==> config.mk <==
export PLATFORM = sky130hd
export DESIGN_NAME = fpu_out_arb
export DESIGN_NICKNAME = d
export VERILOG_FILES = /design/src/rtl/fpu_out_arb.sv
export SDC_FILE = /design/constraint.sdc
export NUM_CORES = 1
export LEC_CHECK = 0
export BUFFER_PORTS_ARGS = -buffer_cell sky130_fd_sc_hd__buf_2
export CAP_MARGIN = 20
export CORE_MARGIN = 4
export CORE_UTILIZATION = 45
export DETAILED_ROUTE_END_ITERATION = 6
export PLACE_DENSITY = 0.8
export REMOVE_ABC_BUFFERS = 1
export SLEW_MARGIN = 20
export SYNTH_ARGS = -nofsm -noshare
export SYNTH_HDL_FRONTEND = slang
export SYNTH_SLANG_ARGS = --single-unit
==> constraint.sdc <==
create_clock -name rclk -period 2.71 [get_ports rclk]
set_input_delay 0.271 -clock rclk [delete_from_list [all_inputs] [get_ports rclk]]
set_output_delay 0.271 -clock rclk [all_outputs]
set_load 0.02 [all_outputs]
==> src/rtl/fpu_out_arb.sv <==
// FPU output arbiter: picks one of div/mul/add per cycle toward the CPX,
// meters CPX buffer credits and ages the mul/add pipes against starvation.
module fpu_out_arb #(
  parameter int CREDITS  = 2,
  parameter int CW       = 4,
  parameter int MAX_WAIT = 7
) (
  input  logic          rclk,
  input  logic          rst,
  input  logic          div_vld,
  input  logic [1:0]    div_thread,
  input  logic          mul_vld,
  input  logic [1:0]    mul_thread,
  input  logic          add_vld,
  input  logic [1:0]    add_thread,
  input  logic          cpx_credit_ret,
  output logic [2:0]    dest_rdy,
  output logic [1:0]    req_thread,
  output logic          div_stall,
  output logic          mul_stall,
  output logic          add_stall,
  output logic [CW-1:0] credit_cnt,
  output logic          credit_ovf
);

  localparam logic [CW-1:0] CREDITS_C  = CW'(CREDITS);
  localparam logic [3:0]    MAX_WAIT_C = 4'(MAX_WAIT);

  logic [3:0]    mul_wait_reg, mul_wait_next;
  logic [3:0]    add_wait_reg, add_wait_next;
  logic [CW-1:0] credit_cnt_reg, credit_cnt_next;
  logic          credit_ovf_reg, credit_ovf_next;

  logic has_credit;
  logic add_aged;
  logic mul_aged;
  logic grant_div;
  logic grant_mul;
  logic grant_add;
  logic any_grant;

  // Grant must be combinational: the datapath flops the selected word at the
  // end of this same cycle. A credit returned now is only usable next cycle.
  always_comb begin
    has_credit = (credit_cnt_reg != '0) && !rst;
    add_aged   = add_vld && (add_wait_reg == MAX_WAIT_C);
    mul_aged   = mul_vld && (mul_wait_reg == MAX_WAIT_C);
    grant_div  = 1'b0;
    grant_mul  = 1'b0;
    grant_add  = 1'b0;
    if (has_credit) begin
      if (add_aged)      grant_add = 1'b1;
      else if (mul_aged) grant_mul = 1'b1;
      else if (div_vld)  grant_div = 1'b1;
      else if (mul_vld)  grant_mul = 1'b1;
      else if (add_vld)  grant_add = 1'b1;
    end
    any_grant = grant_div | grant_mul | grant_add;
  end

  always_comb begin
    dest_rdy   = {grant_div, grant_mul, grant_add};
    req_thread = 2'd0;
    unique case (1'b1)
      grant_div: req_thread = div_thread;
      grant_mul: req_thread = mul_thread;
      grant_add: req_thread = add_thread;
      default:   req_thread = 2'd0;
    endcase
    div_stall  = div_vld & ~grant_div;
    mul_stall  = mul_vld & ~grant_mul;
    add_stall  = add_vld & ~grant_add;
    credit_cnt = credit_cnt_reg;
    credit_ovf = credit_ovf_reg;
  end

  // Wait counters clear whenever the pipe is idle or served, so a stalled
  // result only ages while it is continuously refused.
  always_comb begin
    mul_wait_next = mul_wait_reg;
    if (!mul_vld || grant_mul)          mul_wait_next = 4'd0;
    else if (mul_wait_reg != MAX_WAIT_C) mul_wait_next = mul_wait_reg + 4'd1;

    add_wait_next = add_wait_reg;
    if (!add_vld || grant_add)          add_wait_next = 4'd0;
    else if (add_wait_reg != MAX_WAIT_C) add_wait_next = add_wait_reg + 4'd1;
  end

  always_comb begin
    credit_cnt_next = credit_cnt_reg;
    credit_ovf_next = credit_ovf_reg;
    unique case ({any_grant, cpx_credit_ret})
      2'b10: credit_cnt_next = credit_cnt_reg - CW'(1);
      2'b01: begin
        if (credit_cnt_reg == CREDITS_C) credit_ovf_next = 1'b1;
        else                             credit_cnt_next = credit_cnt_reg + CW'(1);
      end
      default: credit_cnt_next = credit_cnt_reg;
    endcase
  end

  always_ff @(posedge rclk or posedge rst) begin
    if (rst) begin
      mul_wait_reg   <= 4'd0;
      add_wait_reg   <= 4'd0;
      credit_cnt_reg <= CREDITS_C;
      credit_ovf_reg <= 1'b0;
    end else begin
      mul_wait_reg   <= mul_wait_next;
      add_wait_reg   <= add_wait_next;
      credit_cnt_reg <= credit_cnt_next;
      credit_ovf_reg <= credit_ovf_next;
    end
  end

endmodule
==> results of run 1 <==
-- metrics by stage --
step	power [mW]	instance area, um^2	std cells
floorplan	0.5954	893.4	88
CTS	0.8337	1081	144
global route	0.8866	1081	144
finish	0.8253	1081	144
global placement	0.6944	1055	140
detailed placement	0.7132	1055	140
-- cells in the final DEF (no fill, tap or decap), types with 3 or more instances in the layout --
cell type,synthesis,final
nor3_1,5,5
a21oi_1,3,3
inv_1,4,4
clkbuf_4,0,3
mux2_4,3,3
ha_1,4,4
buf_2,0,24
and2_1,3,3
nand2_1,7,7
xnor2_1,3,3
nand3_1,4,4
nor2_1,7,7
dfrtp_1,12,12
-- cell families (layout without fill, tap and decap cells) --
logic type	Yosys count	count (layout)	synth area share (%)
buf+inv	7	33	4.098
mux	6	6	8.333
simple gates	42	42	28.42
xor+xnor	4	4	3.826
compound gates	14	14	12.02
fa+ha+maj	5	5	7.651
flops	13	13	35.66
-- report_power, final --
| part | leakage (nW) | total, mW | switching, mW | internal (mW) |
|---|---|---|---|---|
| clock network | 0.0150 | 0.117 | 0.0595 | 0.0571 |
| registers | 0.164 | 0.321 | 0.0737 | 0.248 |
| logic | 0.337 | 0.387 | 0.200 | 0.187 |
| total | 0.517 | 0.825 | 0.333 | 0.492 |
-- layout make-up --
type,instances,area [um^2]
Fill cell,176,860.8
Multi-Input combinational cell,71,551.8
Sequential cell,13,326.6
Timing Repair Buffer,25,127.6
Tap cell,27,33.78
Clock buffer,4,26.28
Inverter,4,15.01
-- how the worst max path moves through the flow --
stage / startpoint / endpoint / cells past startpoint
floorplan: credit_cnt[0]$_DFFE_PP0P_ / credit_cnt[3]$_DFFE_PP0P_ / 8
global placement: credit_cnt[0]$_DFFE_PP0P_ / credit_cnt[3]$_DFFE_PP0P_ / 8
detailed placement: credit_cnt[0]$_DFFE_PP0P_ / credit_cnt[3]$_DFFE_PP0P_ / 8
CTS: credit_cnt[0]$_DFFE_PP0P_ / req_thread[1] / 6
global route: credit_cnt[0]$_DFFE_PP0P_ / credit_cnt[3]$_DFFE_PP0P_ / 8
finish: credit_cnt[0]$_DFFE_PP0P_ / req_thread[1] / 6
-- routing by layer --
metal  track usage [%]  vias to the layer above
met5                 0                        -
met2             26.24                       27
met3             3.099                        7
met4             8.936                        0
li1                  -                      382
met1             17.48                      353
==> flow_metrics.tcl, run 1 <==
set metrics [dict create \
    fp.dieH_um 53.12 \
    grt_overflow_total 0 \
    path_delay_family "simple AND/OR/NAND/NOR gates" \
    cts_buffers 3 \
    post_cts_resized 0 \
    ys_ff_latch 13 \
    nNetsFinal 135 \
    drc 0 \
    synth_edf_count 0 \
    insertion_delay_ps 270 \
    setup_violations 0 \
    regToRegStartpoint "credit_cnt[0]$_DFFE_PP0P_" \
    crit_arrival_ps 2140 \
    path_max_fanout 6 \
    synth.distinct_cells 39 \
    worst_setup_path_start_kind "flop" \
    route.met3.wl_um 122 \
    crit_buf_inv 2 \
    final.setup.tns_ps 0 \
    r2r_cells 8 \
    grt_usage_pct 15.34 \
    via_count 769 \
    ys_seq_area_share_pct 35.66 \
    fin_crit_sh_pct 89.07 \
    drtPass1Iterations 4 \
    fin_util_pct 55.67 \
    clockBufferDepth 2 \
    yosysTopAreaCell "dfrtp_1" \
    fp.coreArea_um2 1942 \
    clk_pin_slew_ps 80 \
    drv_slew 0 \
    wl_met2_um 881 \
    antenna_found_initial 0 \
    area_delta_synth_final_pct 18.03 \
    rsz0062_at_grt "false" \
    worst_hold_path_type "input port to async pin" \
    die_w_um 53.12 \
    synthFlopType "dfrtp_1" \
    dp_hpwl_um 1522 \
    yosysMostFrequentCell "dfrtp_1" \
    ant_nets 0 \
    port_buffers 24 \
    wl_per_cell_um 13.33 \
    syn_avg_cell_area_um2 10.06 \
    io_pins 25 \
    path_cells "nor4_4 -> nor3_1 -> buf_4 -> and3_4 -> a221o_1 -> buf_2" \
    tritoncts "yes" \
    h-tree-depth 1 \
    drt_iter0_markers 10 \
    syn_area_um2 915.9 \
    clock-sinks 13 \
    crit_type "flop to output pin" \
    irDropWorstVdd_mv 0.5702 \
    met1_length_um 856 \
    synthArstFlopShare_pct 100.0 \
    period_needed_ps 2414 \
    grt_max_degree 14 \
    grt_pass1_wl_um 3125 \
    yosys.area.top_type_share_pct 32.79 \
    worst_slack_ps 296.3 \
    cp_data_required_time_ps 2440 \
    grt_pass1_vias 741 \
    cts_setup_buffers 0 \
    initial_core_util_pct 47.16 \
    antenna_cells 0 \
    fin_hold_ws_ps 77.94 \
    drive_gt1_share_pct 35.04 \
    cts_hold_buf 0 \
    finalHoldViolations 0 \
    max_freq_mhz 414.3 \
    leakage_nw 0.5166 \
    cpPeakStageDelay_ps 480 \
    highest_layer "met4" \
    rows 16 \
    cp_slowest_cell "dfrtp_1" \
    viasPerCell 5.340 \
    cp-end-kind "output pin" \
    relSlewSlack_pct 56.58 \
    ys_warn_count 0 \
    dieArea_um2 2821 \
    powerDensity_nw_per_um2 763.4 \
    r2r_setup_slack_ps 330 \
    cts_root_buf "clkbuf_4" \
    synth_common_cells "12 x dfrtp_1, 7 x nand2_1, 7 x nor2_1" \
    pre_cts_ws_ps 343.3 \
    outcome "finished clean" \
    globalplace.congestion 0.7256 \
    clock_skew_ps 4.272 \
    routed_wirelength_um 1920 \
    maxCapViolCount 0 \
    synth_cells 91 \
    worstMarginPinSlew_ps 642.3 \
    r2r_end "credit_cnt[3]$_DFFE_PP0P_" \
    synth.area.top_cells "dfrtp_1 33%, ha_1 5.5%, mux2_4 4.9%" \
]
Note: power is estimated with default switching activity, not from simulation.
==> run 2, diff against run 1 <==
- RECOVER_POWER: not set -> 50
==> run 2 against run 1 <==
Against the previous run:
- largest power group unchanged
- power shrank 1.1%
- largest cell class unchanged
- final cell count is the same
- register-to-register slack is essentially flat
==> flow_metrics.tcl, run 2 (same netlist as run 1, synthesis figures left out) <==
set metrics [dict create \
    globalplace.congestion 0.7256 \
    drv_slew 0 \
    port_buffers 24 \
    path_max_fanout 6 \
    antenna_found_initial 0 \
    area_delta_synth_final_pct 17.35 \
    dieArea_um2 2821 \
    cts_hold_buf 0 \
    post_cts_resized 0 \
    grt_pass1_vias 741 \
    grt_usage_pct 15.34 \
    die_w_um 53.12 \
    setup_violations 0 \
    fin_hold_ws_ps 127.5 \
    grt_max_degree 14 \
    fp.dieH_um 53.12 \
    clk_pin_slew_ps 80 \
    clock_skew_ps 5.916 \
    routed_wirelength_um 1910 \
    leakage_nw 0.5026 \
    cp-end-kind "output pin" \
    crit_arrival_ps 2150 \
    crit_type "flop to output pin" \
    fp.coreArea_um2 1942 \
    layout_common_cells "19 x buf_2, 12 x dfrtp_1, 7 x nand2_1, 7 x nor2_1, 6 x clkbuf_1" \
    worst_slack_ps 292.8 \
    outcome "finished clean" \
    insertion_delay_ps 270 \
    ant_nets 0 \
    maxCapViolCount 0 \
    period_needed_ps 2417 \
    irDropWorstVdd_mv 0.5638 \
    via_count 769 \
    drt_iter0_markers 10 \
    cts_root_buf "clkbuf_4" \
    worstMarginPinSlew_ps 649.0 \
    drc 0 \
    cp_data_required_time_ps 2440 \
    rsz0062_at_grt "false" \
    antenna_cells 0 \
    layout.cells.non_filler 144 \
    cts_setup_buffers 0 \
    dp_hpwl_um 1522 \
    relSlewSlack_pct 56.12 \
    power_mw 0.8159 \
    fin_crit_sh_pct 89.20 \
    dp.cells 140 \
    powerDensity_nw_per_um2 759.1 \
    fin_area_um2 1075 \
    clock-sinks 13 \
    worst_hold_path_type "input port to async pin" \
    nNetsFinal 135 \
    grt_overflow_total 0 \
    h-tree-depth 1 \
    drive_gt1_share_pct 29.91 \
    max_freq_mhz 413.7 \
    dpl_cell_area_um2 1055 \
    wl_per_cell_um 13.26 \
    tritoncts "yes" \
    clockBufferDepth 2 \
    final_common_cell "buf_2" \
    initial_core_util_pct 47.16 \
    final.setup.tns_ps 0 \
    fin_util_pct 55.35 \
    worst_setup_path_start_kind "flop" \
    finalHoldViolations 0 \
    io_pins 25 \
    rows 16 \
    grt_pass1_wl_um 3125 \
    viasPerCell 5.340 \
    fillers 180 \
    pre_cts_ws_ps 343.3 \
    cts_buffers 3 \
    drtPass1Iterations 4 \
]
## run 2: worst max-delay path, stage by stage, from the launching register on
cell     delay, ps
dfrtp_1        480
nor4_4         460
nor3_1          90
buf_4          170
and3_4         180
a221o_1        330
buf_2          160
## run 2: area by class of cell
| type | count | area, um^2 | share of cell area, % |
|---|---|---|---|
| multi-input cells | 71 | 551.8 | 51.34 |
| flip-flops and latches | 13 | 326.6 | 30.38 |
| repair buffers | 25 | 121.4 | 11.29 |
| well taps | 27 | 33.78 | 3.143 |
| clock buffers | 4 | 26.28 | 2.445 |
| inverters | 4 | 15.01 | 1.397 |
## run 2: worst paths after layout
path	from	end	slack, ps	cells past startpoint
setup / recovery	credit_cnt[0]$_DFFE_PP0P_	req_thread[1]	290	6
hold / removal	rst	credit_ovf$_DFFE_PP0P_	130	2
setup reg to reg	credit_cnt[1]$_DFFE_PP1P_	credit_cnt[3]$_DFFE_PP0P_	320	8
hold reg to reg	credit_ovf$_DFFE_PP0P_	credit_ovf$_DFFE_PP0P_	480	1
max in group asynchronous	rst	credit_cnt[1]$_DFFE_PP1P_	2220	2
min in group rclk	mul_vld	mul_wait_reg[0]$_DFFE_PP0P_	290	2
## run 2: per-layer routing
layer,track usage (%),vias to the layer above,wire (um)
met5,0,-,0
met3,3.099,7,126
met1,17.48,353,849
met2,26.24,27,875
li1,-,382,-
met4,8.936,0,59
## run 2: where the power goes
group	switching (mW)	internal [mW]	total, mW
Sequential	0.0744	0.245	0.319
Combinational	0.200	0.179	0.379
Clock	0.0606	0.0571	0.118
